## config.mk

```make
export PLATFORM = sky130hd
export DESIGN_NAME = ddr2_rd
export DESIGN_NICKNAME = d
export VERILOG_FILES = /design/src/rtl/ddr2_pkg.sv /design/src/rtl/ddr2_rd.sv
export SDC_FILE = /design/constraint.sdc
export NUM_CORES = 1
export LEC_CHECK = 0
export CAP_MARGIN = 20
export CORE_AREA = 2 2 173 124
export DETAILED_ROUTE_END_ITERATION = 12
export DIE_AREA = 0 0 175 126
export DONT_BUFFER_PORTS = 1
export HOLD_SLACK_MARGIN = 0.15
export PLACE_DENSITY_LB_ADDON = 0.2
export SYNTH_ARGS = -nofsm -noshare
export SYNTH_HDL_FRONTEND = slang
export SYNTH_SLANG_ARGS = --single-unit
```

## constraint.sdc

```tcl
create_clock -name clk -period 2.6 [get_ports clk]
set_clock_uncertainty 0.05 [all_clocks]
set_input_delay 0.78 -clock clk [delete_from_list [all_inputs] [get_ports clk]]
set_output_delay 0.78 -clock clk [all_outputs]
set_load 0.03 [all_outputs]
```

## src/rtl/ddr2_pkg.sv

```systemverilog
// Shared definitions for the DDR2 read/write engines on the MIG native app port.
package ddr2_pkg;

    localparam logic [2:0] APP_CMD_WRITE = 3'b000;
    localparam logic [2:0] APP_CMD_READ  = 3'b001;

    localparam int APP_ADDR_W = 27;
    localparam int APP_DATA_W = 128;

    typedef enum logic [1:0] {
        IDLE,
        CMD,
        WAIT_DATA,
        ACK
    } rd_state_t;

endpackage

```

## src/rtl/ddr2_rd.sv

```systemverilog
// DDR2 read engine: one 128-bit read per strobe, issued on the MIG app port,
// with a timeout abort and a counter that discards beats of aborted reads.
//
// state     | meaning
// IDLE      | waiting for stb_i with calibration complete
// CMD       | app_en asserted, waiting for app_rdy
// WAIT_DATA | command accepted, waiting for the burst beat or timeout
// ACK       | ack_o pulse, err_o qualifies the result
module ddr2_rd
    import ddr2_pkg::*;
#(
    parameter int TIMEOUT_CYCLES = 1023,
    parameter int DROP_W         = 4
) (
    input  logic                  clk,
    input  logic                  rst_n,
    input  logic [APP_ADDR_W-1:0] addr_i,
    input  logic                  stb_i,
    output logic [APP_DATA_W-1:0] data_o,
    output logic                  ack_o,
    output logic                  err_o,
    output logic                  busy_o,
    input  logic                  init_calib_complete,
    output logic                  app_en,
    output logic [2:0]            app_cmd,
    output logic [APP_ADDR_W-1:0] app_addr,
    input  logic                  app_rdy,
    input  logic [APP_DATA_W-1:0] app_rd_data,
    input  logic                  app_rd_data_valid,
    input  logic                  app_rd_data_end
);

    localparam int TMR_W = $clog2(TIMEOUT_CYCLES + 1);
    localparam logic [TMR_W-1:0]  TMR_LAST = TMR_W'(TIMEOUT_CYCLES - 1);
    localparam logic [TMR_W-1:0]  TMR_MAX  = TMR_W'(TIMEOUT_CYCLES);
    localparam logic [DROP_W-1:0] DROP_MAX = '1;

    rd_state_t             state_q, state_d;
    logic [APP_ADDR_W-1:0] addr_q, addr_d;
    logic [APP_DATA_W-1:0] data_q, data_d;
    logic                  err_q, err_d;
    logic [TMR_W-1:0]      tmr_q, tmr_d;
    logic [DROP_W-1:0]     drop_q, drop_d;

    logic beat_end, discard, accept, timeout, start;

    assign beat_end = app_rd_data_valid && app_rd_data_end;
    assign discard  = beat_end && (drop_q != '0);
    assign accept   = beat_end && (drop_q == '0) && (state_q == WAIT_DATA);
    assign timeout  = (state_q == WAIT_DATA) && !accept && (tmr_q == TMR_LAST);
    assign start    = (state_q == IDLE) && stb_i && init_calib_complete;

    always_ff @(posedge clk or negedge rst_n) begin
        if (!rst_n) begin
            state_q <= IDLE;
        end else begin
            state_q <= state_d;
        end
    end

    always_comb begin
        state_d = state_q;
        case (state_q)
            IDLE:      if (start) state_d = CMD;
            CMD:       if (app_rdy) state_d = WAIT_DATA;
            WAIT_DATA: if (accept || timeout) state_d = ACK;
            ACK:       state_d = IDLE;
            default:   state_d = IDLE;
        endcase
    end

    always_comb begin
        app_en = (state_q == CMD);
        ack_o  = (state_q == ACK);
        busy_o = (state_q != IDLE);
    end

    always_comb begin
        addr_d = start ? (addr_i & ~APP_ADDR_W'(7)) : addr_q;
        data_d = accept ? app_rd_data : data_q;
        err_d  = accept ? 1'b0 : (timeout ? 1'b1 : err_q);

        tmr_d = tmr_q;
        if ((state_q == CMD) && app_rdy) begin
            tmr_d = '0;
        end else if ((state_q == WAIT_DATA) && (tmr_q != TMR_MAX)) begin
            tmr_d = tmr_q + TMR_W'(1);
        end

        // A timeout and a discard in the same cycle cancel out.
        drop_d = drop_q;
        case ({timeout, discard})
            2'b10:   if (drop_q != DROP_MAX) drop_d = drop_q + DROP_W'(1);
            2'b01:   drop_d = drop_q - DROP_W'(1);
            default: drop_d = drop_q;
        endcase
    end

    always_ff @(posedge clk or negedge rst_n) begin
        if (!rst_n) begin
            addr_q <= '0;
            data_q <= '0;
            err_q  <= 1'b0;
            tmr_q  <= '0;
            drop_q <= '0;
        end else begin
            addr_q <= addr_d;
            data_q <= data_d;
            err_q  <= err_d;
            tmr_q  <= tmr_d;
            drop_q <= drop_d;
        end
    end

    assign data_o   = data_q;
    assign err_o    = err_q;
    assign app_addr = addr_q;
    assign app_cmd  = APP_CMD_READ;

endmodule
```

; ---- Word-level counts from Yosys, hierarchy flattened
; Index checks and enable logic that the tools add are counted.
[classes]
n_reduce_logical = 21
add_sub_neg = 3
n_mux = 10
eq_ne = 12
[ops]
columns = operator, count
row1 = $mux W10, 2
row2 = $add A10 B1 Y10 const B, 1
row3 = $eq A10 B10 Y1 const B, 1
row4 = $logic_and A1 B1 Y1, 10
row5 = $ne A10 B10 Y1 const B, 1
row6 = $pmux W2 S4, 1
row7 = $pmux W4 S2, 1
row8 = $reduce_bool A2 Y1, 4
row9 = $eq A2 B2 Y1 const B, 3
row10 = $mux W2, 3
row11 = $ne A2 B2 Y1 const B, 3
row12 = $add A4 B1 Y4 const B, 1
row13 = $eq A2 B1 Y1 const B, 2
row14 = $logic_not A4 Y1, 1
row15 = $mux W4, 1
row16 = $ne A4 B4 Y1 const B, 1
row17 = $reduce_bool A4 Y1, 1
row18 = $sub A4 B1 Y4 const B, 1
row19 = $reduce_and A3 Y1, 1
row20 = $logic_not A2 Y1, 1
row21 = $mux W1, 2
row22 = $ne A2 B1 Y1 const B, 1
row23 = $reduce_and A2 Y1, 1
row24 = $logic_not A1 Y1, 1
row25 = $logic_or A1 B1 Y1, 1
[totals]
wordCells = 52
input_bits = 162
reg_bits = 169

; ---- Logic depth before layout (Yosys ltp)
[logic_depth]
depth_word = 9
ltp_mapped = 10
ltp_nobuf = 10

; ---- Least setup slack after synthesis
; Ideal clock, no wire load.
[synth_path]
path_kind = register to register
startpoint = register state_q[0]
endpoint = register drop_q[2]
path_buffers = 0
stages_incl_launch_ff = 11
setup_slack_ps = 442
required_time_ps = 2426
arrival_ps = 1984
setup_time_ps = 124
cell_sequence = dfrtp_1 inv_1 ha_1 nand2_1 nor3_1 nor2_1 xor2_1 ha_1 nor4_1 a21oi_1 xnor2_1
[synth_between]
elab_chain_len = 8
[synth_rtl]
columns = element, line
row1 = from (decl), ddr2_rd.sv:38  ; rd_state_t state_q, state_d;
row2 = from (signal assigned), ddr2_rd.sv:57  ; state_q <= state_d;
row3 = $eq A2 B2 Y1 *, "ddr2_rd.sv:49, ddr2_rd.sv:50"
row4 = $logic_and A1 B1 Y1, ddr2_rd.sv:49  ; assign accept = beat_end && (drop_q == '0) && (state_q == WAIT_DATA);
row5 = $logic_not A1 Y1, ddr2_rd.sv:50  ; assign timeout = (state_q == WAIT_DATA) && !accept && (tmr_q == TMR_LAST);
row6 = $logic_and A1 B1 Y1 * (2 in series), ddr2_rd.sv:50
row7 = $eq A2 B2 Y1 or $eq A2 B1 Y1 (tied branches), ddr2_rd.sv:92  ; case ({timeout, discard})
row8 = $ne A2 B2 Y1 (no line) or $reduce_bool A2 Y1 (tied branches), --
row9 = $reduce_and A2 Y1 (no line), --
row10 = to (signal assigned), ddr2_rd.sv:111  ; drop_q <= drop_d;
row11 = to (decl), ddr2_rd.sv:43  ; logic [DROP_W-1:0] drop_q, drop_d;
; Mark *: on every way between the ends. The rest lies on a longest branch, timed or not.
; A chain may end at the register's enable or synchronous reset.

; ---- Worst setup path in the final report
[layout_path]
startpoint = register drop_q[0]
endpoint = register drop_q[2]
[layout_between]
elab_chain_len = 9
[layout_rtl]
columns = element, line
row1 = $logic_not A4 Y1, ddr2_rd.sv:49
row2 = $logic_and A1 B1 Y1 (2 in series), ddr2_rd.sv:49
row3 = $logic_not A1 Y1, ddr2_rd.sv:50
row4 = $logic_and A1 B1 Y1 (2 in series), ddr2_rd.sv:50
row5 = $eq A2 B2 Y1 or $eq A2 B1 Y1 (tied branches), ddr2_rd.sv:92
row6 = $ne A2 B2 Y1 (no line) or $reduce_bool A2 Y1 (tied branches), --
row7 = $reduce_and A2 Y1 (no line), --
; Several ways; a longest one is shown, not always the timed one. The select of a mux whose other input is x is not followed.

==> summary.md <==
| Metric | Value |
|---|---|
| Iter 0 DRT Violations | `about 160` |
| First drt pass iteration count | `4` |
| Die Height | `roughly 130 um` |
| DRC violations left | `0` |
| CTS Root Cell | `clkbuf_16` |
| Core box area | `20420 um2` |
| Area of the multi-input gates | `approximately 2700 um2` |
| Post-Place Worst Slack | `0.2813 ns` |
| Post-synthesis mux area share | `between 20% and 30%` |
| Worst skew pair latency | `0.42 ns` |
| Mapped Area | `about 7300 um2` |
| Initial antenna violation count | `0` |
| Synth Area in XOR/XNOR | `~1.3%` |
| RSZ-0062 raised after global routing | `no` |
| Static leakage power | `between 3 and 4 nW` |
| Starting Density | `35.50%` |
| Critical path buffers and inverters | `0` |
| Final Cycle Share | `between 80% and 90%` |
| EDFF count, synth | `0` |
| Violated checks | `hold timing` |
| CTS tree | `done` |
| Synth warn | `0` |
| Placer Congestion | `0.7540` |
| Input/output buffers | `0` |
| Die W | `about 180 um` |
| Vias in the first global route | `roughly 3800` |
| HP Class | `in -> async` |
| Num ports | `324` |
| Minimum hold slack | `-0.005988 ns` |
| Hpwl dp | `10430 um` |
| CP Cell Sequence | `or4_1, nand3_1, nor2_1, xor2_1, ha_1, nor4_1, a21oi_1, xnor2_1` |
| Crit-path slowest cell | `or4_1` |
| Fraction of layout cells with a size suffix above 1 | `between 40% and 50%` |
| Final WS setup | `0.3733 ns` |
| Wire per inst | `~20 um` |
| Filler cells | `1886` |
| Synth Area in Simple Gates | `3.762%` |
| Area contributors post-synth | `dfrtp_1, mux2_4, mux2_2` |
| Total number of vias | `3494` |
| Crit-path leading delay family | `simple AND/OR/NAND/NOR gates` |
| Crit Path Max Fanout | `6` |
| Async SR Flop Fraction | `100.0%` |
| Tmin final | `roughly 2.2 ns` |
| Register area share after synthesis | `roughly three fifths` |
| Compound-Gate Fraction of Synth Area | `0.9664%` |
| Yosys reg bits | `~170` |
| Reg clk slew, reported paths | `around 0.080 ns` |
| Vias/cell | `4.767` |
| GRT Total Usage | `a little over an eighth` |
| Remaining global-route overflow | `0` |
| Share of Yosys cell area claimed by the top area cell type | `58.33%` |
| Final Hold Violating Endpoints | `3` |
| Max-slew headroom | `about three fifths` |
| First-pass GRT wire length | `23250 um` |
| Clk buf depth | `2` |
| Synth area leader | `dfrtp_1` |
| Register Area | `4229 um2` |
| Row count | `44` |
| Outcome | `complete, but fails checks` |
| H-Tree Depth | `4` |
| Main synth FF type | `dfrtp_1` |
| Post-route ant nets | `0` |
| Clock sinks | `about 170` |
| Total routed wirelength | `approximately 15000 um` |
| Largest net degree at the start of global routing | `170` |
| Slew @ Worst Pin | `0.5979 ns` |
| Post-synthesis area per instance | `roughly 17 um2` |
| Critical path type | `reg -> reg` |
| Pwr Density | `~1500 nW/um2` |
| Layout Nets | `approximately 610` |
| Post-synthesis instance total | `~440` |
| Setup TNS | `0 ns` |
| Final total power | `around 0.012 W` |
| Number of setup buffers added after CTS | `0` |
| MaxCap Viol Count | `0` |
| Die Area | `approximately 22000 um2` |
| Critical Path Start Type | `register` |
| CTS buffer count | `17` |
| Worst Path Required | `2.85 ns` |
| Max-slew violations | `0` |
| Antenna Cells | `0` |
| Maximum VDD drop | `about 0.00056 V` |
| F_max | `449.1 MHz` |
| Area growth from synthesis to layout | `10.15%` |
| Worst EP arrival | `around 2.5 ns` |
| Post-CTS sizing | `0` |
| Adder-cell share of the synthesized area | `1.381%` |
| Crit. End Element | `register` |
| Yosys cell types | `39` |
| Most frequent cells in the layout | `dfrtp_1, mux2_4, mux2_2` |
| Crit-path max cell delay | `between 0.5 and 0.6 ns` |
| Final setup vio count | `0` |
| Largest family of logic cells by synthesized area | `multiplexers` |
| Most common cell after layout, fill and taps aside | `dfrtp_1` |
[worst paths after layout]
check / startpoint / to / slack [ns] / cells past startpoint
min in group clk: app_rd_data[16] / data_o[16] / 0.45 / 1
max in group asynchronous: rst_n / tmr_q[2] / 1.98 / 0
min: rst_n / data_o[84] / -0.006 / 0
max: drop_q[0] / drop_q[2] / 0.37 / 8
min reg2reg: drop_q[2] / drop_q[2] / 0.52 / 1
max reg2reg: drop_q[0] / drop_q[2] / 0.37 / 8
[layer usage]
metal | track usage (%) | vias to the layer above | routed length (um) | part of all wire (%)
li1 | - | 1532 | - | -
met1 | 16.38 | 1755 | 6049 | 40
met2 | 21.39 | 194 | 7152 | 48
met3 | 6.975 | 13 | 1607 | 11
met4 | 4.265 | 0 | 176 | 1.2
met5 | 0 | - | 0 | 0
[final cells by class]
class | count | share of cell area, %
timing repair buffer | 8 | 1.065
clock inverter | 13 | 1.535
clock buffer | 19 | 5.671
multi-input combinational | 242 | 34.17
sequential | 169 | 52.95
inverter | 6 | 0.2820
tap | 276 | 4.324
[power by group]
| part | total, W | switching (W) | internal [W] |
|---|---|---|---|
| sequential | 0.00730 | 0.00345 | 0.00385 |
| clock | 0.00248 | 0.00116 | 0.00133 |
| combinational | 0.00248 | 0.000771 | 0.00170 |
| total | 0.0123 | 0.00538 | 0.00688 |
[sequential cells by signal, indices dropped and copies added, names as in the netlist]
name and flops:
err_o 1, tmr_q 10, app_addr 24, data_o 128, drop_q 4, state_q 2
[cell usage after synthesis (all sizes together) (2+ instances only)]
library cell	number
mux2	154
a21oi	3
nor2	14
conb	2
dfrtp	169
clkbuf	3
nor3	7
o21ai	3
buf	20
nand2	8
inv	6
nand3	5
nand4	6
ha	8
and4	2
xor2	6
xnor2	5
[metrics by stage]
step                      hold slack [ns]  utilization, %  instance area [um2]  instances
after floorplan                    0.4344               -                 7266        440
after global placement             0.4392           36.28                 7411        701
after detailed placement           0.4378           36.28                 7411        701
after CTS                        -0.03361           39.10                 7986        733
after global routing             -0.04685           39.10                 7986        733
final                           -0.005988           39.10                 7986        733
[logic make-up after synthesis]
logic type | Yosys count
AOI/OAI and AO/OA | 11
adders and majority gates | 8
xor gates and xnor gates | 11
DFF | 169
buffers and inverters | 29
muxes | 155
and+or+nand+nor | 51
other | 2
Note: power is estimated with default switching activity, not from simulation.
